===== src/rtl/part2_drv_pkg.sv =====
// Shared types and constants for the part-2 write-channel driver.
package part2_drv_pkg;

  localparam int NUM_CHAN = 3;

  typedef logic [1:0] chan_t;
  typedef logic [7:0] byte_t;
  typedef enum {IDLE, WAIT} emit_state_t;

  // Channel tag that is consumed and discarded instead of being buffered.
  localparam chan_t ILLEGAL_CHAN = 2'd3;

endpackage


===== src/rtl/part2_chan_fifo.sv =====
// Per-channel byte FIFO with registered head; push is ignored when full and
// pop is ignored when empty, and full is never relieved by a same-edge pop.
module part2_chan_fifo
  import part2_drv_pkg::*;
#(
  parameter int DEPTH = 4
) (
  input  logic  clk,
  input  logic  reset,
  input  logic  push,
  input  byte_t push_data,
  input  logic  pop,
  output logic  full,
  output logic  empty,
  output byte_t head
);

  localparam int AW = $clog2(DEPTH);

  // Pointers carry one extra wrap bit to tell full from empty.
  logic [AW:0] wr_ptr_q, rd_ptr_q;
  byte_t       mem_q [DEPTH];

  logic do_push, do_pop;
  assign do_push = push && !full;
  assign do_pop  = pop && !empty;

  // NOTE: sequential state uses non-blocking assignments so every register
  // samples pre-edge values regardless of block ordering.
  always_ff @(posedge clk) begin
    if (reset) begin
      wr_ptr_q <= '0;
      rd_ptr_q <= '0;
    end else begin
      if (do_push) wr_ptr_q <= wr_ptr_q + (AW+1)'(1);
      if (do_pop)  rd_ptr_q <= rd_ptr_q + (AW+1)'(1);
    end
  end

  // NOTE: storage is deliberately not reset; the pointers alone define
  // validity, and leaving the array out of reset keeps it a plain RAM.
  always_ff @(posedge clk) begin
    if (do_push) mem_q[wr_ptr_q[AW-1:0]] <= push_data;
  end

  assign empty = (wr_ptr_q == rd_ptr_q);
  assign full  = (wr_ptr_q[AW] != rd_ptr_q[AW]) &&
                 (wr_ptr_q[AW-1:0] == rd_ptr_q[AW-1:0]);
  assign head  = mem_q[rd_ptr_q[AW-1:0]];

endmodule


===== src/rtl/part2_wen_driver.sv =====
// Channel-tagged byte stream to three registered write strobes with an
// optional per-channel gap. Strobe counters exist with PART2_WEN_DRIVER_STATS_EN.
module part2_wen_driver
  import part2_drv_pkg::*;
#(
  parameter int DEPTH = 4,
  parameter int GAP   = 0
) (
  input  logic        clk,
  input  logic        reset,
  input  logic        in_valid,
  output logic        in_ready,
  input  logic [1:0]  in_chan,
  input  logic [7:0]  in_data,
  input  logic        freeze,
  output logic        wen0,
  output logic        wen1,
  output logic        wen2,
  output logic [7:0]  data0,
  output logic [7:0]  data1,
  output logic [7:0]  data2,
  output logic        drop_err
`ifdef PART2_WEN_DRIVER_STATS_EN
  ,
  output logic [15:0] wr_count0,
  output logic [15:0] wr_count1,
  output logic [15:0] wr_count2
`endif
);

  logic [NUM_CHAN-1:0] fifo_full, fifo_empty, push, pop, wen;
  logic [3:0]          full_ext;
  byte_t               head [NUM_CHAN];
  byte_t               data [NUM_CHAN];
  logic                accept;
  logic                drop_err_q;

  // Pad to four entries so the illegal tag indexes a defined bit.
  assign full_ext = {1'b0, fifo_full};

  // NOTE: every combinational output gets a default first so no path can
  // leave it unassigned and infer a latch.
  always_comb begin
    in_ready = 1'b1;
    if (in_chan != ILLEGAL_CHAN) in_ready = !full_ext[in_chan];
  end

  assign accept = in_valid && in_ready;

  always_ff @(posedge clk) begin
    if (reset) drop_err_q <= 1'b0;
    else       drop_err_q <= accept && (in_chan == ILLEGAL_CHAN);
  end

  assign drop_err = drop_err_q;

  for (genvar c = 0; c < NUM_CHAN; c++) begin : g_chan
    emit_state_t state_q, state_d;
    logic [3:0]  gap_q, gap_d;
    logic        wen_q;
    byte_t       data_q;

    assign push[c] = accept && (in_chan == chan_t'(c));

    part2_chan_fifo #(.DEPTH(DEPTH)) u_fifo (
      .clk       (clk),
      .reset     (reset),
      .push      (push[c]),
      .push_data (in_data),
      .pop       (pop[c]),
      .full      (fifo_full[c]),
      .empty     (fifo_empty[c]),
      .head      (head[c])
    );

    assign pop[c] = (state_q == IDLE) && !fifo_empty[c] && !freeze;

    // The gap counter keeps running through freeze; freeze only gates pops.
    always_comb begin
      state_d = state_q;
      gap_d   = gap_q;
      case (state_q)
        IDLE: begin
          if (pop[c] && (GAP != 0)) begin
            state_d = WAIT;
            gap_d   = 4'(GAP);
          end
        end
        WAIT: begin
          gap_d = gap_q - 4'd1;
          if (gap_q <= 4'd1) state_d = IDLE;
        end
        default: state_d = IDLE;
      endcase
    end

    always_ff @(posedge clk) begin
      if (reset) begin
        state_q <= IDLE;
        gap_q   <= 4'd0;
        wen_q   <= 1'b0;
        data_q  <= 8'h00;
      end else begin
        state_q <= state_d;
        gap_q   <= gap_d;
        wen_q   <= pop[c];
        if (pop[c]) data_q <= head[c];
      end
    end

    assign wen[c]  = wen_q;
    assign data[c] = data_q;

`ifdef PART2_WEN_DRIVER_STATS_EN
    logic [15:0] count_q;

    always_ff @(posedge clk) begin
      if (reset)      count_q <= 16'h0000;
      else if (wen_q) count_q <= count_q + 16'd1;
    end
`endif
  end

  assign wen0  = wen[0];
  assign wen1  = wen[1];
  assign wen2  = wen[2];
  assign data0 = data[0];
  assign data1 = data[1];
  assign data2 = data[2];

`ifdef PART2_WEN_DRIVER_STATS_EN
  assign wr_count0 = g_chan[0].count_q;
  assign wr_count1 = g_chan[1].count_q;
  assign wr_count2 = g_chan[2].count_q;
`endif

endmodule


===== config.mk =====
export PLATFORM = sky130hd
export DESIGN_NAME = part2_wen_driver
export DESIGN_NICKNAME = d
export VERILOG_FILES = /design/src/rtl/part2_drv_pkg.sv /design/src/rtl/part2_chan_fifo.sv /design/src/rtl/part2_wen_driver.sv
export SDC_FILE = /design/constraint.sdc
export NUM_CORES = 1
export LEC_CHECK = 0
export ABC_CLOCK_PERIOD_IN_PS = 1500
export CAP_MARGIN = 20
export CORE_MARGIN = 4
export CORE_UTILIZATION = 30
export CTS_CLUSTER_DIAMETER = 120
export DETAILED_ROUTE_END_ITERATION = 7
export DONT_BUFFER_PORTS = 1
export GPL_ROUTABILITY_DRIVEN = 0
export PLACE_DENSITY_LB_ADDON = 0.12
export SLEW_MARGIN = 20
export SYNTH_ARGS = -nofsm -noshare
export SYNTH_HDL_FRONTEND = slang
export SYNTH_SLANG_ARGS = --single-unit
export TNS_END_PERCENT = 100

===== constraint.sdc =====
create_clock -name clk -period 1.5 [get_ports clk]
set_input_delay 0.3 -clock clk [delete_from_list [all_inputs] [get_ports clk]]
set_output_delay 0.3 -clock clk [all_outputs]
set_load 0.005 [all_outputs]

# Yosys cells after proc, flatten, opt, wreduce, memory -nomap -nowiden
# Memory sizes are Yosys's and may differ from the RTL's. A register that Yosys moved wholly into a read port is not among the register bits.
# Cells that the tools add are included.
# totals
mem_count	3
reg_bits	130
ram_bits	96
in_bits	14
elab_cells	107
# op_classes
reduce_logical	38
n_eq_ne	19
n_addsub	9
order_cmp	4
n_bitwise	3
n_mux	15
# memory_table
memory	depth	width	read_ports	rd_clocked_by_memory_dff	wr	line	text
g_chan[0].u_fifo.mem_q	4	8	1	1	1	part2_chan_fifo.sv:22	byte_t mem_q [DEPTH];
g_chan[1].u_fifo.mem_q	4	8	1	1	1	part2_chan_fifo.sv:22	
g_chan[2].u_fifo.mem_q	4	8	1	1	1	part2_chan_fifo.sv:22	
# op_table
cell	n
$logic_not 32->1	6
$pmux 32 s2	3
$eq 32x1->1 const B	3
$mux 32	3
$logic_and 1x1->1	20
$add 3x1->3 const B	6
$le 4x1->1 const B	3
$sub 4x1->4 const B	3
$eq 3x3->1	3
$logic_not 1->1	8
$mux 1	8
$ne 2x2->1 const B	4
$eq 2x2->1	3
$reduce_and 2->1	3
$eq 2x2->1 const B	2
$lt 2x3->1 const B	1
$ne 1x1->1	3
$not 1->1	3
$bmux 1 s2	1
$eq 2x1->1 const B	1
$logic_not 2->1	1

# Depth between registers and ports, before layout
# Gate-level depths: netlist of run 1.
# logic_depth
depth_word	11
mapped_depth	5
mapped_depth_nobuf	4

# Cells and area by module
# Synthesis of run 1 repeated with hierarchy kept, for this count alone.
# hier_totals
cells_unflattened	455
hier_area_um2	6353.6
# modules_own_cells
module	area_per_inst_um2	cells_each	n_inst
part2_chan_fifo	1731.7	110	3
part2_wen_driver	1158.6	125	1

# Least setup slack after synthesis of run 1
# OpenSTA, ideal clock, no wires.
# synth_path
kind	flip-flop to flip-flop
startpoint	reg g_chan[1].u_fifo.rd_ptr_q[1]
endpoint	mem g_chan[1].u_fifo.mem_q[3][0] in the netlist's numbering, enable pin
path_stages_with_launch	5
setup_ns	0.332
slack_ns	-0.141
t_arrival_ns	1.310
required_ns	1.168
cell_sequence	dfxtp_1 > buf_2 > xor2_1 > o31a_1 > and2_1
# synth_via
elab_chain_len	11
# synth_lines
element	line	text
from (decl)	part2_chan_fifo.sv:21	logic [AW:0] wr_ptr_q, rd_ptr_q;
from (signal assigned)	part2_chan_fifo.sv:36	if (do_pop) rd_ptr_q <= rd_ptr_q + (AW+1)'(1);
$eq 2x2->1 *	part2_chan_fifo.sv:48	(wr_ptr_q[AW-1:0] == rd_ptr_q[AW-1:0]);
$logic_and 1x1->1 *	part2_chan_fifo.sv:47	assign full = (wr_ptr_q[AW] != rd_ptr_q[AW]) &&
$bmux 1 s2	part2_wen_driver.sv:45	if (in_chan != ILLEGAL_CHAN) in_ready = !full_ext[in_chan];
$mux 1 (implied by the code)	part2_wen_driver.sv:45	
$logic_not 1->1	part2_wen_driver.sv:45	
$mux 1	part2_wen_driver.sv:45	
$logic_and 1x1->1	part2_wen_driver.sv:48	assign accept = in_valid && in_ready;
$logic_and 1x1->1	part2_wen_driver.sv:63	assign push[c] = accept && (in_chan == chan_t'(c));
$logic_and 1x1->1 *	part2_chan_fifo.sv:25	assign do_push = push && !full;
$mux 1 *	part2_chan_fifo.sv:43	if (do_push) mem_q[wr_ptr_q[AW-1:0]] <= push_data;
$mux 1 (implied by the code) *	part2_chan_fifo.sv:43	
to (decl)	part2_chan_fifo.sv:22	
# Every way passes the cells marked *; elsewhere a longest branch is shown, timed or not. The select of a mux whose other input is x is not followed.

# Final worst setup path of run 1
# layout_path
startpoint	reg g_chan[0].u_fifo.wr_ptr_q[1]
endpoint	out in_ready
# layout_via
elab_chain_len	6
# layout_lines
element	line	text
from (decl)	part2_chan_fifo.sv:21	
from (signal assigned)	part2_chan_fifo.sv:35	if (do_push) wr_ptr_q <= wr_ptr_q + (AW+1)'(1);
$eq 2x2->1	part2_chan_fifo.sv:48	
$logic_and 1x1->1	part2_chan_fifo.sv:47	
$bmux 1 s2	part2_wen_driver.sv:45	
$mux 1 (implied by the code)	part2_wen_driver.sv:45	
$logic_not 1->1	part2_wen_driver.sv:45	
$mux 1	part2_wen_driver.sv:45	
to (decl)	part2_wen_driver.sv:12	output logic in_ready,
# No other way between the ends. The select of a mux whose other input is x is not followed.

==> results of run 1 <==
## sequential cells by signal, indices dropped and copies added, names as in the netlist
| signal | flops |
|---|---|
| wen1 | 1 |
| drop_err | 1 |
| g_chan.u_fifo.wr_ptr_q | 9 |
| g_chan.u_fifo.mem_q | 96 |
| g_chan.u_fifo.rd_ptr_q | 9 |
| data0 | 8 |
| wen2 | 1 |
| wen0 | 1 |
| data2 | 8 |
| data1 | 8 |
## repair_timing
item | 4_1_cts | 5_1_grt
gates resized for setup | 19 | 39
pin swaps | 6 | 10
setup endpoints to repair | 40 | 131
endpoints found under the hold margin | 99 | 0
buffers inserted | 2 | 7
hold buffers | 10 | 0
## cell type report
cell class	instances	area share
clock buffer	17	0.0562
multi-input combinational	227	0.295
sequential	142	0.506
timing repair buffer	61	0.0744
tap	265	0.0438
clock inverter	15	0.0167
inverter	16	0.00793
## through the flow
stage,setup slack (ns),instances
floorplan,0.00585,404
global placement,-0.0780,693
detailed placement,-0.0991,693
CTS,-0.367,737
global route,-0.438,743
finish,-0.349,743
## power by group through the flow
stage | clock network [uW] | logic (uW) | registers, uW
6_report | 3920 | 1520 | 4520
5_1_grt | 4230 | 1680 | 4540
4_1_cts | 4050 | 1440 | 4520
3_5_place_dp | 0 | 1350 | 4590
3_3_place_gp | 0 | 1340 | 4590
2_1_floorplan | 0 | 900 | 4560
## kinds of logic after synthesis
| family | Yosys count | synth area share |
|---|---|---|
| XOR/XNOR | 18 | 0.0265 |
| buffers and inverters | 35 | 0.0248 |
| AND/OR/NAND/NOR | 105 | 0.0845 |
| AO/OA/AOI/OAI | 29 | 0.0399 |
| multiplexers | 60 | 0.154 |
| flip-flops | 142 | 0.639 |
| adder cells (fa/ha/maj) | 15 | 0.0315 |
## cells in the final DEF, fill, tap and decap left out, types with 4 or more instances in the layout
| cell type | synthesis | routed |
|---|---|---|
| nand3_1 | 6 | 6 |
| dlygate4sd3_1 | 0 | 10 |
| inv_8 | 0 | 4 |
| xnor2_2 | 0 | 4 |
| xnor2_4 | 0 | 4 |
| dfxtp_1 | 46 | 33 |
| and2_4 | 0 | 12 |
| clkbuf_16 | 0 | 17 |
| inv_1 | 15 | 15 |
| ha_1 | 15 | 15 |
| nand2_1 | 60 | 60 |
| dfxtp_2 | 0 | 10 |
| buf_12 | 0 | 4 |
| mux2i_1 | 30 | 30 |
| nor2_1 | 9 | 9 |
| xor2_2 | 0 | 4 |
| inv_6 | 0 | 4 |
| mux4_2 | 24 | 24 |
| buf_4 | 2 | 39 |
| xor2_1 | 9 | 5 |
| o311ai_0 | 9 | 7 |
| buf_6 | 0 | 8 |
| edfxtp_1 | 96 | 96 |
| nor3b_1 | 7 | 7 |
## metal layers
layer,share of wire,routed length (um),vias up,GRT usage
met5,0,0,-,0
met1,0.46,5900,1645,0.158
met2,0.50,6490,44,0.205
met4,0.012,156,0,0.0412
met3,0.030,386,7,0.0316
li1,-,-,1628,-
## worst paths after layout
kind                                start                           end  slack, ns
max          g_chan[0].u_fifo.wr_ptr_q[1]                      in_ready      -0.35
min                                 reset  g_chan[2].u_fifo.rd_ptr_q[2]       0.03
max reg2reg  g_chan[2].u_fifo.rd_ptr_q[2]  g_chan[2].u_fifo.mem_q[1][5]      -0.07
min reg2reg                      data2[0]                      data2[0]       0.48
==> results.py, run 1 <==
metrics = {
    "layout": {
        "final_nets": 494,
        "multi_input_area_sq_mm": 0.00224,
        "drive_gt1_frac": 0.333,
        "fillCellCount": 1851,
        "final_cell_area_sq_mm": 0.00757,
        "synthToLayoutAreaGrowth_pct": 27.2,
        "antenna-diode-count": 0,
        "regArea_sq_mm": 0.00383,
        "final_util": 0.389,
    },
    "power_and_ir_drop": {
        "power_density_mw_per_mm2": 1320,
        "swShare": 0.260,
        "switchingPower_uw": 2600,
        "p_clk_frac": 0.394,
        "comb_power_share": 0.153,
        "p_total_uw": 9970,
        "leakagePower_uw": 0.00273,
        "pwr-share-seq": 0.454,
        "power.internal_uw": 7370,
        "ir_worst_vdd_v": 0.000574,
    },
    "synth": {
        "yosysWarnings": 0,
        "synthFlopType": "edfxtp_1",
        "synth_edf_count": 96,
        "synthDistinctLibCells": 33,
        "ys_ff_latch": 142,
        "synth_top_cell_area_share": 0.484,
        "syn_inst": 404,
        "ys_top_cells_by_count": "96 x edfxtp_1, 60 x nand2_1, 46 x dfxtp_1, 30 x mux2i_1, 24 x mux4_2",
        "synthesis.area_sq_mm": 0.00595,
        "synth-seq-area-share": 0.639,
        "synth.most_common_cell": "edfxtp_1",
        "syn-num-nets": 433,
        "synth_area_leaders": "edfxtp_1 48%, dfxtp_1 15%, mux4_2 9.1%",
        "synth_top_area_cell": "edfxtp_1",
        "synth-async-reset-ratio": 0,
        "syn_avg_cell_area_sq_um": 14.7,
    },
    "timing": {
        "setup_ws_ns": -0.349,
        "setup_tns_ns": -1.97,
        "finalHoldViolations": 0,
        "finalCritPeriodShare": 1.23,
        "grt_setup_unrepaired": "true",
        "fmax_mhz": 541,
        "worstMarginPinSlew_ns": 0.464,
        "slew_viol_final": 0,
        "post-route-min-period_ns": 1.85,
        "setup_viol": 47,
        "relSlewSlack": 0.690,
        "clock-skew-final_ns": 0.00911,
        "whs_ns": 0.0338,
    },
    "min_path": {
        "hold_class": "in -> reg",
        "holdPathStages": 1,
    },
    "placed_design": {
        "postPlaceCellArea_sq_mm": 0.00661,
        "dp.final_hpwl_mm": 8.51,
        "port_buffers": 0,
    },
    "grt": {
        "track_usage": 0.123,
        "grt_pass1_vias": 3514,
        "grt_pass1_wl_mm": 20.4,
        "grt_start_max_net_pins": 34,
        "gr-total-overflow": 0,
        "antenna_found_initial": 0,
    },
    "floorplan": {
        "row_count": 51,
        "dieArea_sq_mm": 0.0222,
        "start_util": 0.306,
        "die_height_um": 149,
        "core_area_sq_mm": 0.0195,
        "io-pin-count": 43,
        "die_width_um": 149,
    },
    "drt": {
        "wl_mm": 12.9,
        "drc_errors": 0,
        "dr.first_iter.drc_count": 166,
        "viasPerCell": 4.47,
        "first_pass_iters": 4,
        "ant_nets": 0,
        "wire_per_inst_um": 17.4,
        "num_vias": 3324,
    },
    "cts": {
        "cts.sinks": 142,
        "clk_pin_slew_ns": 0.06,
        "cts_tree": "done",
        "clock_path_buffers": 2,
        "cts-buffers-inserted": 17,
        "clockRootBuffer": "clkbuf_16",
        "clock_latency_ns": 0.41,
        "cts_max_level": 4,
    },
    "job": {
        "cap_violations": 0,
    },
    "worst_setup_path": {
        "reg2reg_depth": 4,
        "cp_max_fo": 2,
        "cpPeakStageDelay_ns": 0.33,
        "start_kind": "register",
        "worstSetupPathType": "reg -> out",
        "arrival_ns": 1.55,
        "path_depth": 5,
        "critical-path-slowest-cell": "dfxtp_2",
        "cp.buffers_inverters": 2,
        "cpMostUsedCell": "buf_4",
        "crit_path_cell_trace": "xor2_2 -> buf_4 -> nor4_2 -> o31ai_2 -> buf_4",
        "crit_required_ns": 1.20,
        "path_delay_family": "flip-flops",
        "worstSetupEndpointType": "output pin",
    },
    "run_status": {
        "failed_checks": "setup timing",
        "status": "finished with violations",
    },
}
(Power assumes the default switching activity.)
==> run 2: changes to the inputs <==
Settings changed: SKIP_CTS_REPAIR_TIMING set to 1.
==> run 2 against run 1 <==
Effect of this change:
- the flow still finishes with violations (setup timing)
- hold slack gained 0.0086 ns
- first-iteration DRC count down 5.4%
- sequential share of layout area increased by 0.63 points
- sequential power about the same
- via count down 0.78%
- clock power is essentially flat
- power decreased by 0.62%
- clock skew is essentially flat
- die area stayed put
- register-to-register slack improved by 0.05 ns
- combinational power down 3%
- final area shrank 1.2%
- largest power group unchanged
==> results.py, run 2 (same netlist as run 1, synthesis figures left out) <==
metrics = {
    "layout": {
        "final_nets": 488,
        "final_util": 0.384,
        "layout_commonest_cell": "edfxtp_1",
        "layout_common_cells": "96 x edfxtp_1, 60 x nand2_1, 38 x buf_4",
        "antenna-diode-count": 0,
        "drive_gt1_frac": 0.320,
        "synthToLayoutAreaGrowth_pct": 25.7,
        "largest_reg_flops": 96,
    },
    "timing": {
        "grt_setup_unrepaired": "true",
        "fmax_mhz": 538,
        "slew_viol_final": 0,
        "finalCritPeriodShare": 1.24,
        "relSlewSlack": 0.686,
        "setup_viol": 19,
        "post-route-min-period_ns": 1.86,
        "worstMarginPinSlew_ns": 0.470,
        "clock-skew-final_ns": 0.00895,
        "finalHoldViolations": 0,
        "setup_ws_ns": -0.357,
    },
    "cts": {
        "cts-buffers-inserted": 17,
        "clockRootBuffer": "clkbuf_16",
        "clock_path_buffers": 2,
        "cts.sinks": 142,
        "cts_tree": "done",
        "clock_latency_ns": 0.41,
        "clk_pin_slew_ns": 0.06,
        "cts_max_level": 4,
    },
    "power_and_ir_drop": {
        "ir_worst_vdd_v": 0.000574,
        "switchingPower_uw": 2560,
        "swShare": 0.259,
        "power.internal_uw": 7340,
        "leakagePower_uw": 0.00269,
        "p_clk_frac": 0.395,
        "pwr-share-seq": 0.457,
        "comb_power_share": 0.148,
        "power_density_mw_per_mm2": 1320,
    },
    "floorplan": {
        "core_area_sq_mm": 0.0195,
        "dieArea_sq_mm": 0.0222,
        "row_count": 51,
        "start_util": 0.306,
        "die_width_um": 149,
        "die_height_um": 149,
        "io-pin-count": 43,
    },
    "worst_setup_path": {
        "start_kind": "register",
        "crit_required_ns": 1.20,
        "worstSetupPathType": "reg -> out",
        "arrival_ns": 1.56,
        "worstSetupEndpointType": "output pin",
        "reg2reg_depth": 3,
        "cp_max_fo": 5,
    },
    "run_status": {
        "failed_checks": "setup timing",
        "status": "finished with violations",
    },
    "drt": {
        "wl_mm": 12.6,
        "dr_wl_met3_um": 397,
        "wire_per_inst_um": 17.2,
        "drc_errors": 0,
        "ant_nets": 0,
        "first_pass_iters": 4,
        "dr.first_iter.drc_count": 157,
        "wl_met2_mm": 6.34,
        "m1WireLength_mm": 5.75,
        "num_vias": 3298,
        "viasPerCell": 4.47,
        "maxUsedRoutingLayer": "met4",
    },
    "placed_design": {
        "port_buffers": 0,
        "dp.final_hpwl_mm": 8.51,
        "dp_slack_ns": -0.0991,
    },
    "grt": {
        "antenna_found_initial": 0,
        "track_usage": 0.120,
        "grt_pass1_vias": 3438,
        "grt_start_max_net_pins": 34,
        "gr-total-overflow": 0,
        "grt_pass1_wl_mm": 19.9,
    },
    "min_path": {
        "hold_class": "in -> reg",
        "holdPathStages": 1,
    },
    "job": {
        "cap_violations": 0,
    },
}
run 2: cell count changes in the layout (fill, tap and decap cells not counted), sizes merged:
cell / change
buf: -6
run 2: worst paths after layout:
check	end	slack, ns	startpoint
hold reg to reg	data2[0]	0.48	data2[0]
setup reg to reg	g_chan[2].u_fifo.mem_q[1][5]	-0.02	g_chan[2].u_fifo.rd_ptr_q[1]
setup / recovery	in_ready	-0.36	g_chan[1].u_fifo.rd_ptr_q[0]
hold / removal	g_chan[2].u_fifo.wr_ptr_q[2]	0.04	reset
run 2: power groups by stage:
stage	Clock (uW)	Sequential, uW	Combinational, uW
floorplan	0	4560	900
global placement	0	4590	1340
detailed placement	0	4590	1350
CTS	4050	4510	1350
global route	4230	4540	1630
finish	3910	4520	1470
run 2: per-stage QoR:
step	cell area (sq um)	total power [uW]	hold WS, ns	TNS, ns	std cells
CTS	7160	9910	-0.0686	-3.43	725
floorplan	5990	5460	0.399	0	404
detailed placement	6610	5940	0.379	-2.50	693
global route	7480	10400	0.0263	-3.73	737
finish	7480	9900	0.0424	-0.506	737
global placement	6610	5930	0.379	-1.93	693
run 2: final cells by class:
type                       count  area, sq um
sequential                   142         3830
clock buffer                  17          425
clock inverter                15          126
inverter                      16         60.1
fill                        1852        12000
tap                          265          332
timing repair buffer          55          503
multi-input combinational    227         2210
run 2: routing by layer:
layer  track usage  up-vias
met5             0        -
met4        0.0412        0
met3        0.0337        7
met2         0.193       37
met1         0.156     1637
li1              -     1617
run 2: critical path, stage by stage (launching register included):
cell	delay, ns
dfxtp_4	0.37
xnor2_2	0.16
and4_1	0.24
o31ai_2	0.23
buf_4	0.15
